File: config.mk
export PLATFORM = sky130hd
export DESIGN_NAME = apb_byte_serial_slave
export DESIGN_NICKNAME = d
export VERILOG_FILES = /design/src/rtl/apb_byte_serial_slave.sv
export SDC_FILE = /design/constraint.sdc
export NUM_CORES = 1
export LEC_CHECK = 0
export BUFFER_PORTS_ARGS = -buffer_cell sky130_fd_sc_hd__buf_4
export CAP_MARGIN = 20
export CORE_UTILIZATION = 56
export DETAILED_ROUTE_END_ITERATION = 8
export PLACE_DENSITY = 0.77
export SLEW_MARGIN = 5
export SYNTH_ARGS = -nofsm -noshare
export SYNTH_HDL_FRONTEND = slang
export SYNTH_SLANG_ARGS = --single-unit
File: constraint.sdc
create_clock -name p_clk -period 4.9 [get_ports p_clk]
set_input_delay 1.225 -clock p_clk [delete_from_list [all_inputs] [get_ports p_clk]]
set_output_delay 1.225 -clock p_clk [all_outputs]
set_load 0.1 [all_outputs]
File: src/rtl/apb_byte_serial_slave.sv
// APB3 slave over a byte-wide storage array; each transfer is serialised one byte lane per cycle.
// Optional build macro APB_SLV_WAIT_CNT_EN adds a saturating wait-state counter output wait_cnt.
module apb_byte_serial_slave #(
    parameter int DATA_BYTES  = 4,
    parameter int DEPTH_BYTES = 64,
    parameter int ADDR_W      = 32
) (
    input  logic                    p_clk,
    input  logic                    p_resetn,
    input  logic [ADDR_W-1:0]       p_addr,
    input  logic                    p_sel,
    input  logic                    p_enable,
    input  logic                    p_write,
    input  logic [8*DATA_BYTES-1:0] p_wdata,
    input  logic [DATA_BYTES-1:0]   p_strb,
    output logic [8*DATA_BYTES-1:0] p_rdata,
    output logic                    p_ready,
    output logic                    p_slverr
`ifdef APB_SLV_WAIT_CNT_EN
    ,
    output logic [31:0]             wait_cnt
`endif
);

    localparam int IDX_W  = (DEPTH_BYTES > 1) ? $clog2(DEPTH_BYTES) : 1;
    localparam int LANE_W = (DATA_BYTES > 1) ? $clog2(DATA_BYTES) : 1;
    localparam int AW1    = ADDR_W + 1;

    localparam logic [0:0] ST_IDLE = 1'b0;
    localparam logic [0:0] ST_XFER = 1'b1;

    logic [0:0]              state_q, state_d;
    logic [DATA_BYTES-1:0]   pending_q, pending_d;
    logic                    err_q, err_d;
    logic [IDX_W-1:0]        base_q, base_d;
    logic [8*DATA_BYTES-1:0] rdata_q, rdata_d;
    logic [7:0]              mem_q [DEPTH_BYTES];

    logic              setup;
    logic              access;
    logic              last_lane;
    logic              addr_err;
    logic              lane_live;
    logic              wr_en;
    logic [LANE_W-1:0] lane;
    logic [IDX_W-1:0]  mem_idx;
    logic [7:0]        mem_byte;
    logic [7:0]        wr_byte;

    assign setup     = p_sel & ~p_enable;
    assign access    = (state_q == ST_XFER) & p_sel & p_enable;
    assign last_lane = (pending_q & (pending_q - DATA_BYTES'(1))) == '0;
    assign lane_live = access & ~err_q & (pending_q != '0);

    // Sum is one bit wider than the address so the top of the address space flags an error
    assign addr_err = ((p_addr % ADDR_W'(DATA_BYTES)) != '0)
                    | (({1'b0, p_addr} + AW1'(DATA_BYTES)) > AW1'(DEPTH_BYTES));

    always_comb begin
        lane = '0;
        for (int i = DATA_BYTES - 1; i >= 0; i--) begin
            if (pending_q[i]) begin
                lane = LANE_W'(i);
            end
        end
    end

    assign mem_idx  = base_q + IDX_W'(lane);
    assign mem_byte = mem_q[mem_idx];
    assign wr_byte  = p_wdata[8*int'(lane) +: 8];
    assign wr_en    = lane_live & p_write;

    assign p_ready  = access & (err_q | last_lane);
    assign p_slverr = access & err_q;

    // The lane being read this cycle is forwarded straight from storage
    always_comb begin
        p_rdata = rdata_q;
        if (lane_live & ~p_write) begin
            p_rdata[8*int'(lane) +: 8] = mem_byte;
        end
    end

    always_comb begin
        state_d   = state_q;
        pending_d = pending_q;
        err_d     = err_q;
        base_d    = base_q;
        rdata_d   = rdata_q;
        case (state_q)
            ST_IDLE: begin
                if (setup) begin
                    state_d   = ST_XFER;
                    pending_d = p_write ? p_strb : '1;
                    err_d     = addr_err;
                    base_d    = p_addr[IDX_W-1:0];
                    rdata_d   = '0;
                end
            end
            ST_XFER: begin
                if (!p_sel) begin
                    state_d   = ST_IDLE;
                    pending_d = '0;
                end else if (p_enable) begin
                    if (lane_live) begin
                        pending_d[lane] = 1'b0;
                        if (!p_write) begin
                            rdata_d[8*int'(lane) +: 8] = mem_byte;
                        end
                    end
                    if (p_ready) begin
                        state_d = ST_IDLE;
                    end
                end
            end
            default: state_d = ST_IDLE;
        endcase
    end

    always_ff @(posedge p_clk or negedge p_resetn) begin
        if (!p_resetn) begin
            state_q   <= ST_IDLE;
            pending_q <= '0;
            err_q     <= 1'b0;
            base_q    <= '0;
            rdata_q   <= '0;
        end else begin
            state_q   <= state_d;
            pending_q <= pending_d;
            err_q     <= err_d;
            base_q    <= base_d;
            rdata_q   <= rdata_d;
        end
    end

    always_ff @(posedge p_clk or negedge p_resetn) begin
        if (!p_resetn) begin
            for (int i = 0; i < DEPTH_BYTES; i++) begin
                mem_q[i] <= '0;
            end
        end else if (wr_en) begin
            mem_q[mem_idx] <= wr_byte;
        end
    end

`ifdef APB_SLV_WAIT_CNT_EN
    logic [31:0] wait_cnt_q, wait_cnt_d;

    always_comb begin
        wait_cnt_d = wait_cnt_q;
        if (p_sel && p_enable && !p_ready && (wait_cnt_q != '1)) begin
            wait_cnt_d = wait_cnt_q + 32'd1;
        end
    end

    always_ff @(posedge p_clk or negedge p_resetn) begin
        if (!p_resetn) begin
            wait_cnt_q <= '0;
        end else begin
            wait_cnt_q <= wait_cnt_d;
        end
    end

    assign wait_cnt = wait_cnt_q;
`endif

endmodule

==> qor.txt, run 1 <==
Outcome: finished with violations
Failing checks: setup timing
Critical path arrival: 4.65 ns
CP endpoint: p_rdata[16]
Num rows: 78
Post-synthesis sequential area ratio: 53.3%
Period utilisation layout: 120%
Layout area overhead: 24.2%
Reg2reg setup slack: 0.73 ns
Area fraction of the dominant cell type after synthesis: 53.3%
Met2 global-route usage: 56.7%
Worst-path clk slew: 0.06 ns
Core ar.: 45700 sq um
Crit-path slowest cell: a2111o_2
CP Max Fanout: 9
Later-pin clock latency in the skew report: 0.64 ns
DRC: 0
GR Layer Usage met1: 47.7%
Cell accounting for the most synthesized area: dfrtp_1
EDFF count, synth: 0
WHS Path Cells: 2
Number of global-route vias before repair: 23.5k
Synth Cell Area: 26100 sq um
Share of layout cells above drive strength 1: 22.2%
Clk_skew: 0.0256 ns
Post-synthesis cell type count: 91
FFs w/ async S/R, synth: 100%
Chip Height: 218 microns
Post-placement cell count: 3473
Syn Area/Cell: 9.40 sq um
Tightest Pin Transition: 1.02 ns
WL/cell: 24.1 microns
Htree depth: 2
Prevailing post-synth register cell: dfrtp_1
Drt via density: 6.56
Initial antenna violation count: 0
Final WL: 87500 microns
Setup TNS: -25.76 ns
Crit path cell chain: nor2b_4, nor2_4, nor2_4, nand2_4, fa_4, xnor2_4, buf_12, buf_12, buf_6, mux2i_1, mux4_2, nand2_2, nand4_1, a2111o_2, o21ai_4, buf_12
Clock sink total: 556
Slowest stage delay, CP: 0.61 ns
Leak: 14.4 nW
Post-DP Area: 29100 sq um
Syn_nets: 2855
Final Cell Area: 32400 sq um
Cts hold-fix bufs: 0
Min Clock Period, post-route: 5.87 ns
DP HPWL: 54400 microns
Nets: 3061
Synth Instances: 2775
Reg-to-Reg Start: pending_q[3]$_DFFE_PN0P_
Fin util: 71.0%
Max-cap viol count: 0
CP Data Required Time: 3.67 ns
RSZ-0062 raised after global routing: yes
Critical path startpoint category: register
First-pass GRT wire length: 134000 microns
Reg2Reg Depth: 16
Final hold viol count: 0
Post-place setup slack: -0.684 ns
Die area: 47500 sq um
Top Usage Layer GRT: met2
Rel. slew slack: 31.9%
N_diodes: 0
Worst vdd ir: 406 uV
Vias post-DR: 23.8k
Worst Setup SP: pending_q[3]$_DFFE_PN0P_
Design Power: 14.7 mW
Clk root buf: clkbuf_16
Crit path kind: register to output pin
All-Layer GR Usage: 36.9%
Die width: 218 microns
Post-Layout Cell Count: 3626
Dominant cells by area after synthesis: dfrtp_1, nand2_1, o21ai_0
#FFs+latches synth: 556
M3 GR Usage: 8.59%
Final worst slack: -0.972 ns
Hold WS: 0.474 ns
Syn. warnings: 0
DR iter-0 viols: 3063
Slew Limit Fails: 0
Worst min path class: register to register
Gpl congestion: 0.979
TritonCTS clock tree: built
Top cell by count, worst path: buf_12
DR pass1 iterations: 8
Routed Antenna Nets: 0
CTS max path bufs: 3
Setup crit end kind: output pin
GR Overflow Total: 0
I/O pin total: 107
Total CTS buffers: 57
Fmax: 170 MHz
RR Endpoint: mem_q[53]$_DFFE_PN0P_
PwrDens: 455 nW/um^2
Final setup vio count: 32
Largest net degree at the start of global routing: 110
Buffers on Ports: 106
Initial Util: 57.1%
==> cells in the final DEF, fill, tap and decap left out, drive strengths merged, types with 11 or more instances in the layout <==
cell type | Yosys | final
a22o | 27 | 27
clkbuf | 153 | 81
or3 | 14 | 14
nand4 | 21 | 21
nand3 | 33 | 33
nor3 | 36 | 36
nor2b | 11 | 11
o211ai | 15 | 15
inv | 9 | 11
a211oi | 36 | 36
clkinv | 1 | 16
buf | 74 | 373
a21oi | 30 | 30
nor4 | 26 | 26
o21ai | 577 | 577
or4 | 12 | 12
o31ai | 21 | 21
nor2 | 54 | 54
mux2i | 46 | 46
and3 | 34 | 34
o22ai | 11 | 11
nand2 | 777 | 777
dfrtp | 556 | 556
mux4 | 46 | 46
==> how the worst min path moves through the flow <==
stage,end,from,slack (ns)
3_3_place_gp,mem_q[172]$_DFFE_PN0P_,mem_q[172]$_DFFE_PN0P_,0.45
5_1_grt,mem_q[489]$_DFFE_PN0P_,mem_q[489]$_DFFE_PN0P_,0.49
6_report,mem_q[158]$_DFFE_PN0P_,mem_q[158]$_DFFE_PN0P_,0.47
2_1_floorplan,mem_q[181]$_DFFE_PN0P_,mem_q[181]$_DFFE_PN0P_,0.44
4_1_cts,mem_q[93]$_DFFE_PN0P_,mem_q[93]$_DFFE_PN0P_,0.48
3_5_place_dp,mem_q[360]$_DFFE_PN0P_,mem_q[360]$_DFFE_PN0P_,0.46
==> power breakdown <==
part / internal (mW) / switching (mW)
logic: 2.17 / 3.46
clock network: 2.59 / 1.89
registers: 4.61 / 0.0316
==> area by class of cell <==
class	instances	area [sq um]
clock buffer	80	1670
clock inverter	24	243
fill	3092	13300
inverter	10	50.0
multi-input combinational	1982	12000
sequential	556	13900
tap	600	751
timing repair buffer	374	3810
==> worst max-delay path, delay by kind of cell (launching register included) <==
family / cells / cell delay, ns
buffers and inverters: 4 / 0.61
and+or+nand+nor: 6 / 0.79
xor gates and xnor gates: 1 / 0.17
muxes: 2 / 0.63
adders and majority gates: 1 / 0.49
AOI/OAI and AO/OA: 2 / 0.84
DFF: 1 / 0.45
==> registers in the layout, indices dropped and copies added (netlist names) <==
register	cells
base_q	6
err_q	1
mem_q	512
pending_q	4
rdata_q	32
state_q	1
==> Yosys cell counts, drive strengths merged, types with 10 or more instances <==
cell,count
nand2,777
o21ai,577
dfrtp,556
clkbuf,153
buf,74
nor2,54
mux2i,46
mux4,46
a211oi,36
nor3,36
and3,34
nand3,33
a21oi,30
a22o,27
nor4,26
nand4,21
o31ai,21
o211ai,15
or3,14
or4,12
nor2b,11
o22ai,11
o311ai,10
==> what timing repair did <==
item | 4_1_cts | 5_1_grt
gates resized for setup | 173 | 75
endpoints found under the setup margin | 32 | 32
pin swaps | 36 | 38
cloned | 2 | 1
setup buffers | 31 | 22
==> metal layers <==
metal  share of wire, %  vias up
met5                  0        -
met4                6.3        0
met3                 11      387
met2                 45     1543
met1                 37    11700
li1                   -    10200
==> logic make-up (layout without fill, tap and decap cells) <==
group                      Yosys count  count (layout)  share of synthesized area, %
AOI/OAI and AO/OA                  820             820                          18.5
muxes                              100             100                          6.09
DFF                                556             556                          53.3
xor gates and xnor gates             6               6                         0.230
adders and majority gates            7               7                         0.364
buffers and inverters              237             488                          4.12
and+or+nand+nor                   1049            1049                          17.4
Note: power is estimated with default switching activity, not from simulation.
==> run 2: changes to the inputs <==
--- a/config.mk
+++ b/config.mk
@@ -7,9 +7,9 @@
 export LEC_CHECK = 0
 export BUFFER_PORTS_ARGS = -buffer_cell sky130_fd_sc_hd__buf_4
 export CAP_MARGIN = 20
-export CORE_UTILIZATION = 56
+export CORE_UTILIZATION = 60
 export DETAILED_ROUTE_END_ITERATION = 8
-export PLACE_DENSITY = 0.77
+export PLACE_DENSITY = 0.79
 export SLEW_MARGIN = 5
 export SYNTH_ARGS = -nofsm -noshare
 export SYNTH_HDL_FRONTEND = slang
==> constraint.sdc (replaced) <==
create_clock -name p_clk -period 7.4 [get_ports p_clk]
set_input_delay 1.85 -clock p_clk [delete_from_list [all_inputs] [get_ports p_clk]]
set_output_delay 1.85 -clock p_clk [all_outputs]
set_load 0.1 [all_outputs]
==> qor.txt, run 2 (synthesis results as in run 1) <==
DR iter-0 viols: 2644
Delay-heaviest family, CP: compound AO/OA/AOI/OAI gates
CP Max Fanout: 63
Post-place setup slack: 0.904 ns
Crit path kind: register to output pin
Routed Antenna Nets: 0
N_diodes: 0
Slowest stage delay, CP: 0.63 ns
Nets: 2847
Tightest Pin Transition: 1.30 ns
Final WL: 76600 microns
CP Buf/Inv Count: 3
Final setup vio count: 0
Outcome: finished, final reports clean
Worst vdd ir: 210 uV
WL/cell: 22.6 microns
I/O pin total: 107
Fmax: 139 MHz
Critical path startpoint category: register
Initial antenna violation count: 0
All-Layer GR Usage: 35.3%
Layout area overhead: 11.1%
Later-pin clock latency in the skew report: 0.61 ns
Min Clock Period, post-route: 7.20 ns
TritonCTS clock tree: built
Most common cell after layout, fill and taps aside: nand2_1
Final worst slack: 0.201 ns
Critical path arrival: 5.35 ns
Die area: 44300 sq um
Clk root buf: clkbuf_16
Cts hold-fix bufs: 0
Fin util: 67.5%
Number of global-route vias before repair: 21.0k
Top reg by flops: mem_q
PwrDens: 291 nW/um^2
Max reg flops: 512
Clk_skew: 0.0205 ns
First-pass GRT wire length: 120000 microns
Crit-path slowest cell: a2111o_1
Buffers on Ports: 106
Leak: 12.8 nW
Largest registers: mem_q: 512 flops, rdata_q: 32 flops, base_q: 6 flops
Clock sink total: 556
Period utilisation layout: 97.3%
Gpl congestion: 1.02
CTS max path bufs: 3
Design Power: 8.43 mW
DR pass1 iterations: 9
Die width: 211 microns
Num rows: 76
Initial Util: 60.7%
Largest net degree at the start of global routing: 185
Max-cap viol count: 0
Vias post-DR: 22.0k
Hold WS: 0.474 ns
GR Overflow Total: 0
Total CTS buffers: 56
DP HPWL: 46400 microns
Fillers: 3291
Drt via density: 6.50
CP Data Required Time: 5.55 ns
Worst-path clk slew: 0.07 ns
Core ar.: 43000 sq um
DRC: 0
Rel. slew slack: 13.0%
Crit path cell chain: nor2b_2, nor2_1, nor2_1, nand2_1, fa_4, xnor2_4, buf_12, buf_6, mux4_2, nor3_1, a41o_1, o21ai_0, nand4_1, a2111o_1, o21ai_1, buf_4
Most frequent cells in the layout: nand2_1, dfrtp_1, o21ai_0
Chip Height: 211 microns
Worst min path class: register to register
Htree depth: 2
Final hold viol count: 0
Setup crit end kind: output pin
Share of layout cells above drive strength 1: 12.1%
Top cell by count, worst path: nor2_1
Setup TNS: 0 ns
Slew Limit Fails: 0
run 2: changes by cell type in the layout (fill, tap and decap cells not counted), moves of 8 or more:
| cell | before | now |
|---|---|---|
| o21ai_4 | 16 | 1 |
| a22o_1 | 15 | 27 |
| nand2_1 | 759 | 767 |
| buf_6 | 28 | 1 |
| a22o_4 | 10 | 0 |
| buf_12 | 64 | 8 |
| o21ai_0 | 544 | 552 |
| clkinv_2 | 15 | 7 |
| buf_4 | 272 | 150 |
run 2: final timing paths:
kind / startpoint / to / slack (ns) / depth (start not counted)
max in group asynchronous: p_resetn / mem_q[396]$_DFFE_PN0P_ / 4.50 / 2
min: mem_q[425]$_DFFE_PN0P_ / mem_q[425]$_DFFE_PN0P_ / 0.47 / 2
max reg2reg: pending_q[3]$_DFFE_PN0P_ / mem_q[441]$_DFFE_PN0P_ / 2.26 / 11
min reg2reg: mem_q[425]$_DFFE_PN0P_ / mem_q[425]$_DFFE_PN0P_ / 0.47 / 2
max: pending_q[3]$_DFFE_PN0P_ / p_rdata[8] / 0.20 / 16
min in group asynchronous: p_resetn / mem_q[488]$_DFFE_PN0P_ / 1.30 / 1
run 2: metal layers:
layer / vias to the layer above / global-route usage, % / routed length [microns]
met1: 10700 / 48.2 / 29900
met2: 1256 / 52.5 / 34100
met3: 284 / 8.81 / 8270
met4: 0 / 18.5 / 4290
met5: - / 0 / 0
li1: 9740 / - / -
run 2: worst register-to-register path, delay by kind of cell (launching register included):
kind	cells	cell delay, ns
simple gates	7	2.69
compound gates	1	0.40
flops	1	0.39
buf+inv	2	0.72
fa+ha+maj	1	0.81
run 2: power by group:
part	internal (mW)	switching [mW]	leakage, nW
logic	0.699	1.87	4.20
registers	3.05	0.0236	7.75
clock network	1.61	1.18	0.880
total	5.36	3.07	12.8
run 2: through the flow:
step	instance area (sq um)	std cells
floorplan	26100	2775
global placement	27200	3292
detailed placement	27200	3292
CTS	28900	3388
global route	29000	3390
finish	29000	3390
run 2: cell type report:
type / instances / area (sq um) / share of cell area (%)
Tap cell: 585 / 732 / 2.52
Timing Repair Buffer: 161 / 1340 / 4.62
Multi-Input combinational cell: 1982 / 11200 / 38.6
Sequential cell: 556 / 13900 / 48.0
Clock buffer: 85 / 1670 / 5.76
Clock inverter: 11 / 111 / 0.384
Inverter: 10 / 40.0 / 0.138
run 2: what timing repair did:
| item | 4_1_cts | 5_1_grt |
|---|---|---|
| endpoints found under the setup margin | 0 | 14 |
| buffers inserted | 0 | 1 |
| resized for setup | 0 | 5 |
